==> src/rtl/prim_pad_attr_seq.sv <==
// Pad attribute sequencer: gates a pad's output enable for S cycles, applies the masked attribute, then holds S more cycles.
// Accepts one request in IDLE (done after 2S+2 cycles, or next cycle for no-op/error); req_ready_o is low while busy.
module prim_pad_attr_seq #(
  parameter int unsigned          NumPads      = 8,
  parameter int unsigned          AttrDw       = 8,
  parameter logic [AttrDw-1:0]    AttrWarlMask = 8'h05,
  parameter logic [NumPads-1:0]   PadIsAnalog  = '0,
  parameter int unsigned          SettleCycles = 4,
  localparam int unsigned         IdxW         = (NumPads > 1) ? $clog2(NumPads) : 1
) (
  input  logic                        clk_i,
  input  logic                        rst_i,
  input  logic                        req_i,
  output logic                        req_ready_o,
  input  logic [IdxW-1:0]             req_idx_i,
  input  logic [AttrDw-1:0]           req_attr_i,
  output logic [NumPads*AttrDw-1:0]   attr_warl_o,
  output logic [NumPads*AttrDw-1:0]   pad_attr_o,
  output logic [NumPads-1:0]          pad_oe_gate_o,
  output logic                        busy_o,
  output logic                        done_o,
  output logic                        err_o
);

  localparam int unsigned S       = (SettleCycles > 0) ? SettleCycles : 1;
  localparam logic [7:0]  CntInit = 8'(S - 1);

  typedef enum logic [1:0] {
    IDLE  = 2'd0,
    GATE  = 2'd1,
    APPLY = 2'd2,
    HOLD  = 2'd3
  } state_e;

  state_e                          r_state;
  logic [7:0]                      r_cnt;
  logic [IdxW-1:0]                 r_idx;
  logic [AttrDw-1:0]               r_masked;
  logic [NumPads-1:0][AttrDw-1:0]  r_attr;
  logic [NumPads-1:0]              r_gate;
  logic                            r_busy;
  logic                            r_done;
  logic                            r_err;

  logic                            w_idx_ok;
  logic [AttrDw-1:0]               w_warl;
  logic [AttrDw-1:0]               w_cur;
  logic [AttrDw-1:0]               w_masked;
  logic [NumPads-1:0]              w_onehot;
  logic                            w_accept;

  for (genvar g = 0; g < NumPads; g++) begin : g_warl
    assign attr_warl_o[g*AttrDw +: AttrDw] = PadIsAnalog[g] ? '0 : AttrWarlMask;
  end

  // Index decode by loop so an out-of-range index simply matches no pad.
  always_comb begin
    w_idx_ok = 1'b0;
    w_warl   = '0;
    w_cur    = '0;
    w_onehot = '0;
    for (int i = 0; i < NumPads; i++) begin
      if (req_idx_i == IdxW'(i)) begin
        w_idx_ok    = 1'b1;
        w_warl      = PadIsAnalog[i] ? '0 : AttrWarlMask;
        w_cur       = r_attr[i];
        w_onehot[i] = 1'b1;
      end
    end
    w_masked = req_attr_i & w_warl;
  end

  assign w_accept = req_i & ~r_busy;

  always_ff @(posedge clk_i or posedge rst_i) begin
    if (rst_i) begin
      r_state  <= IDLE;
      r_cnt    <= '0;
      r_idx    <= '0;
      r_masked <= '0;
      r_attr   <= '0;
      r_gate   <= '0;
      r_busy   <= 1'b0;
      r_done   <= 1'b0;
      r_err    <= 1'b0;
    end else begin
      r_done <= 1'b0;
      r_err  <= 1'b0;
      case (r_state)
        IDLE: begin
          if (w_accept) begin
            if (!w_idx_ok) begin
              r_err <= 1'b1;
            end else begin
              r_idx    <= req_idx_i;
              r_masked <= w_masked;
              if (w_masked == w_cur) begin
                r_done <= 1'b1;
              end else begin
                r_state <= GATE;
                r_busy  <= 1'b1;
                r_cnt   <= CntInit;
                r_gate  <= w_onehot;
              end
            end
          end
        end
        GATE: begin
          if (r_cnt == 8'd0) begin
            r_state <= APPLY;
          end else begin
            r_cnt <= r_cnt - 8'd1;
          end
        end
        APPLY: begin
          for (int i = 0; i < NumPads; i++) begin
            if (r_idx == IdxW'(i)) begin
              r_attr[i] <= r_masked;
            end
          end
          r_state <= HOLD;
          r_cnt   <= CntInit;
        end
        HOLD: begin
          if (r_cnt == 8'd0) begin
            r_state <= IDLE;
            r_busy  <= 1'b0;
            r_gate  <= '0;
            r_done  <= 1'b1;
          end else begin
            r_cnt <= r_cnt - 8'd1;
          end
        end
        default: begin
          r_state <= IDLE;
          r_busy  <= 1'b0;
          r_gate  <= '0;
        end
      endcase
    end
  end

  assign req_ready_o   = ~r_busy;
  assign busy_o        = r_busy;
  assign done_o        = r_done;
  assign err_o         = r_err;
  assign pad_oe_gate_o = r_gate;
  assign pad_attr_o    = r_attr;

endmodule

==> config.mk <==
export PLATFORM = sky130hd
export DESIGN_NAME = prim_pad_attr_seq
export DESIGN_NICKNAME = d
export VERILOG_FILES = /design/src/rtl/prim_pad_attr_seq.sv
export SDC_FILE = /design/constraint.sdc
export NUM_CORES = 1
export LEC_CHECK = 0
export ABC_AREA = 1
export BUFFER_PORTS_ARGS = -buffer_cell sky130_fd_sc_hd__clkbuf_2
export CAP_MARGIN = 20
export CORE_MARGIN = 2
export CORE_UTILIZATION = 52
export CTS_BUF_LIST = sky130_fd_sc_hd__clkbuf_2 sky130_fd_sc_hd__clkbuf_4 sky130_fd_sc_hd__clkbuf_8
export CTS_CLUSTER_SIZE = 8
export DETAILED_ROUTE_END_ITERATION = 7
export PLACE_DENSITY = 0.86
export SLEW_MARGIN = 5
export SYNTH_ARGS = -nofsm -noshare
export SYNTH_HDL_FRONTEND = slang
export SYNTH_SLANG_ARGS = --single-unit
==> constraint.sdc <==
create_clock -name clk_i -period 4.9 [get_ports clk_i]
set_clock_uncertainty 0.15 [all_clocks]
set_input_delay 0.735 -clock clk_i [delete_from_list [all_inputs] [get_ports clk_i]]
set_output_delay 0.735 -clock clk_i [all_outputs]
set_load 0.03 [all_outputs]
==> flow_summary.json <==
{
  "clockPowerShare_pct": 15.0,
  "cp-end-kind": "flop",
  "synth_xor_area_share_pct": 1.66,
  "finalSetupViolCount": 0,
  "critical_path.max_fanout": 23,
  "clockBufferDepth": 2,
  "yosys-top-cells-area": "dfrtp_1 (33%), buf_4 (27%), nand2_1 (10%)",
  "worst-endpoint-required_ns": 4.94,
  "timing.slew.headroom_pct": 43.3,
  "first_iter_violations": 130,
  "p_comb_share_pct": 52.8,
  "cts.sinks": 42,
  "grt_antenna_before_repair": 0,
  "critPathTopFamily": "simple AND/OR/NAND/NOR gates",
  "hold_slack_ns": 0.328,
  "grt_max_degree": 43,
  "run_status": "completed",
  "coreArea_um2": 5920,
  "cp.arrival_ns": 2.58,
  "drive_above_1_share_pct": 14.7,
  "switching_share_pct": 52.1,
  "p_leak_nw": 1.74,
  "port_buffers": 35,
  "p_total_mw": 1.88,
  "die_y_um": 82.1,
  "synth_area_um2": 3170,
  "met1_usage_pct": 21.6,
  "firstDrtPassIters": 5,
  "period_share_pct": 51.8,
  "worst_pin_slew_ns": 0.848,
  "yosys_warnings": 0,
  "slowest_delay_ns": 0.25,
  "avgSynthCellArea_um2": 7.93,
  "diodes": 0,
  "cts_root_buf": "clkbuf_8",
  "vias": 2322,
  "fp-row-count": 28,
  "peakVddDrop_mv": 0.351,
  "postCtsHoldBufs": 0,
  "area_growth_pct": -3.55,
  "synth-seq-cells": 42,
  "die_w_um": 82.1,
  "antenna_left": 0,
  "power.switching_mw": 0.980,
  "routed_via_density": 4.56,
  "final.setup.tns_ns": 0,
  "wire_per_inst_um": 11.0,
  "power.share.sequential_pct": 32.2,
  "fillers": 587,
  "critPathKind": "input port to flop",
  "synth_top_area_cell": "dfrtp_1",
  "post_cts_resized": 0,
  "cap_viol_max_count": 0,
  "min_path_type": "flop to flop",
  "yosys.area_share.simple_pct": 25.7,
  "grt_pass1_wl_um": 8950,
  "clkLatencyLatePin_ns": 0.30,
  "netlist.area_leader.share_pct": 33.1,
  "synth-seq-area-share_pct": 33.1,
  "fin_util_pct": 51.7,
  "drcViolationCount": 0,
  "start_util_pct": 53.6,
  "path_buf_inv": 3,
  "clkTransAtPathRegs_ns": 0.09,
  "fin_nets": 453,
  "path_common_cell": "nand2_1",
  "gp_congestion": 0.804,
  "min_period_ns": 2.54,
  "slew_violations": 0,
  "cts_buffers": 5,
  "intPower_mw": 0.901,
  "cp_cell_sequence": "clkbuf_2 > inv_2 > nand3_1 > o21ai_0 > inv_1 > nand2_1 > nand2_1 > nand3_2 > nand2_1 > nand2_1 > nand2_2 > nand3_4 > nand3_2 > nand2_1 > nand2_1",
  "met3_usage_pct": 3.59,
  "cts_tree": "built",
  "grt_use_met2_pct": 29.3,
  "hold_viol": 0,
  "synth_compound_area_share_pct": 4.22,
  "ys_types": 32,
  "cts_setup_buffers": 0,
  "crit_cells": 15,
  "fmax_mhz": 394,
  "grt-ovfl-total": 0,
  "reg2regPathDepth": 11,
  "hold_depth": 2,
  "synth_mux_area_share_pct": 0,
  "cts-htree-levels": 2,
  "synth_top_family_by_area": "buffers and inverters",
  "dpl.hpwl_um": 4330,
  "io_pins": 154,
  "synth_fa_ha_area_share_pct": 2.37,
  "synthCells": 400,
  "critPathSlowestCell": "nand3_4",
  "track_usage_pct": 16.9,
  "rsz0062_at_grt": "no",
  "die-area_um2": 6740,
  "drt-total-wl_um": 5620,
  "power.density_nw_per_um2": 615,
  "start_kind": "input port",
  "busiest_layer": "met2",
  "grt_pass1_vias": 2000
}
## state kept, by name, indices dropped and copies added (netlist names)
register and count:
pad_oe_gate_o 8, busy_o 1, r_cnt 8, r_state 2
err_o 1, pad_attr_o 16, r_masked 2, r_idx 3
done_o 1
## power groups by stage
stage | combinational, mW | sequential [mW] | clock (mW)
2_1_floorplan | 0.715 | 0.742 | 0
3_3_place_gp | 0.957 | 0.601 | 0
3_5_place_dp | 0.994 | 0.611 | 0
4_1_cts | 0.997 | 0.605 | 0.284
5_1_grt | 1.10 | 0.623 | 0.298
6_report | 0.993 | 0.607 | 0.282
## cells in the mapped netlist
cell type,count
a21oi_1,3
a21oi_2,1
buf_2,1
buf_4,113
buf_6,4
clkbuf_1,2
clkbuf_8,1
conb_1,2
dfrtp_1,42
ha_1,6
inv_1,27
inv_2,4
nand2_1,86
nand2_2,2
nand2_4,1
nand3_1,12
nand3_2,3
nand3_4,1
nand3b_1,2
nand4_1,23
nand4_4,1
nor2_1,20
nor2_2,2
nor2_4,1
nor3_1,2
nor3_2,3
nor4_1,5
o21ai_0,22
or2_1,1
or2_2,1
xnor2_1,2
xor2_1,4
## layout by cell type, fill, tap and decap left out, types with 2 or more instances in the layout
cell,instances
conb_1,113
nand2_1,86
dfrtp_1,42
clkbuf_2,35
inv_1,27
nand4_1,23
o21ai_0,22
nor2_1,20
nand3_1,12
ha_1,6
nor4_1,5
clkbuf_8,5
inv_2,4
xor2_1,4
nor3_2,3
a21oi_1,3
nand3_2,3
nor2_2,2
nand2_2,2
nand3b_1,2
nor3_1,2
xnor2_1,2
## through the flow
stage               instance area (um2)  instances  setup WS, ns
floorplan                          3590        511          2.70
global placement                   2950        501          2.12
detailed placement                 2950        501          2.05
CTS                                3060        509          2.37
global route                       3060        509          2.08
finish                             3060        509          2.36
## cell type report
cell class | instances | area (um2) | area share (%)
Multi-Input combinational cell | 317 | 1500 | 49.1
Sequential cell | 42 | 1050 | 34.3
Timing Repair Buffer | 36 | 183 | 5.97
Inverter | 31 | 116 | 3.80
Tap cell | 75 | 93.8 | 3.07
Clock buffer | 6 | 76.3 | 2.49
Clock inverter | 2 | 37.5 | 1.23
## kinds of logic after synthesis
group	Yosys count
AND/OR/NAND/NOR	166
flip-flops	42
adder cells (fa/ha/maj)	6
other	2
XOR/XNOR	6
buffers and inverters	152
AO/OA/AOI/OAI	26
## worst paths after layout
kind,start,endpoint,slack [ns]
min in group asynchronous,rst_i,r_idx[2],0.39
setup / recovery,req_idx_i[2],pad_oe_gate_o[6],2.36
setup reg to reg,r_cnt[0],pad_oe_gate_o[6],2.60
max in group asynchronous,rst_i,r_state[1],3.84
hold reg to reg,pad_oe_gate_o[5],pad_oe_gate_o[5],0.33
hold / removal,pad_oe_gate_o[5],pad_oe_gate_o[5],0.33
## metal layers
layer,share of wire [%],vias to the layer above
li1,-,1114
met1,41,1098
met2,52,102
met3,6.4,8
met4,1.1,0
met5,0,-
## worst register-to-register path, cell delays in order, from the launching register on
cell      delay, ns
dfrtp_1        0.41
inv_1          0.13
ha_1           0.20
inv_1          0.06
nor2_1         0.08
nand3b_1       0.13
nor2_1         0.11
nand2_1        0.09
a21oi_2        0.38
nand3_2        0.25
nand2_1        0.15
nand2_1        0.06
No activity file was read; power rests on OpenSTA's default activity.
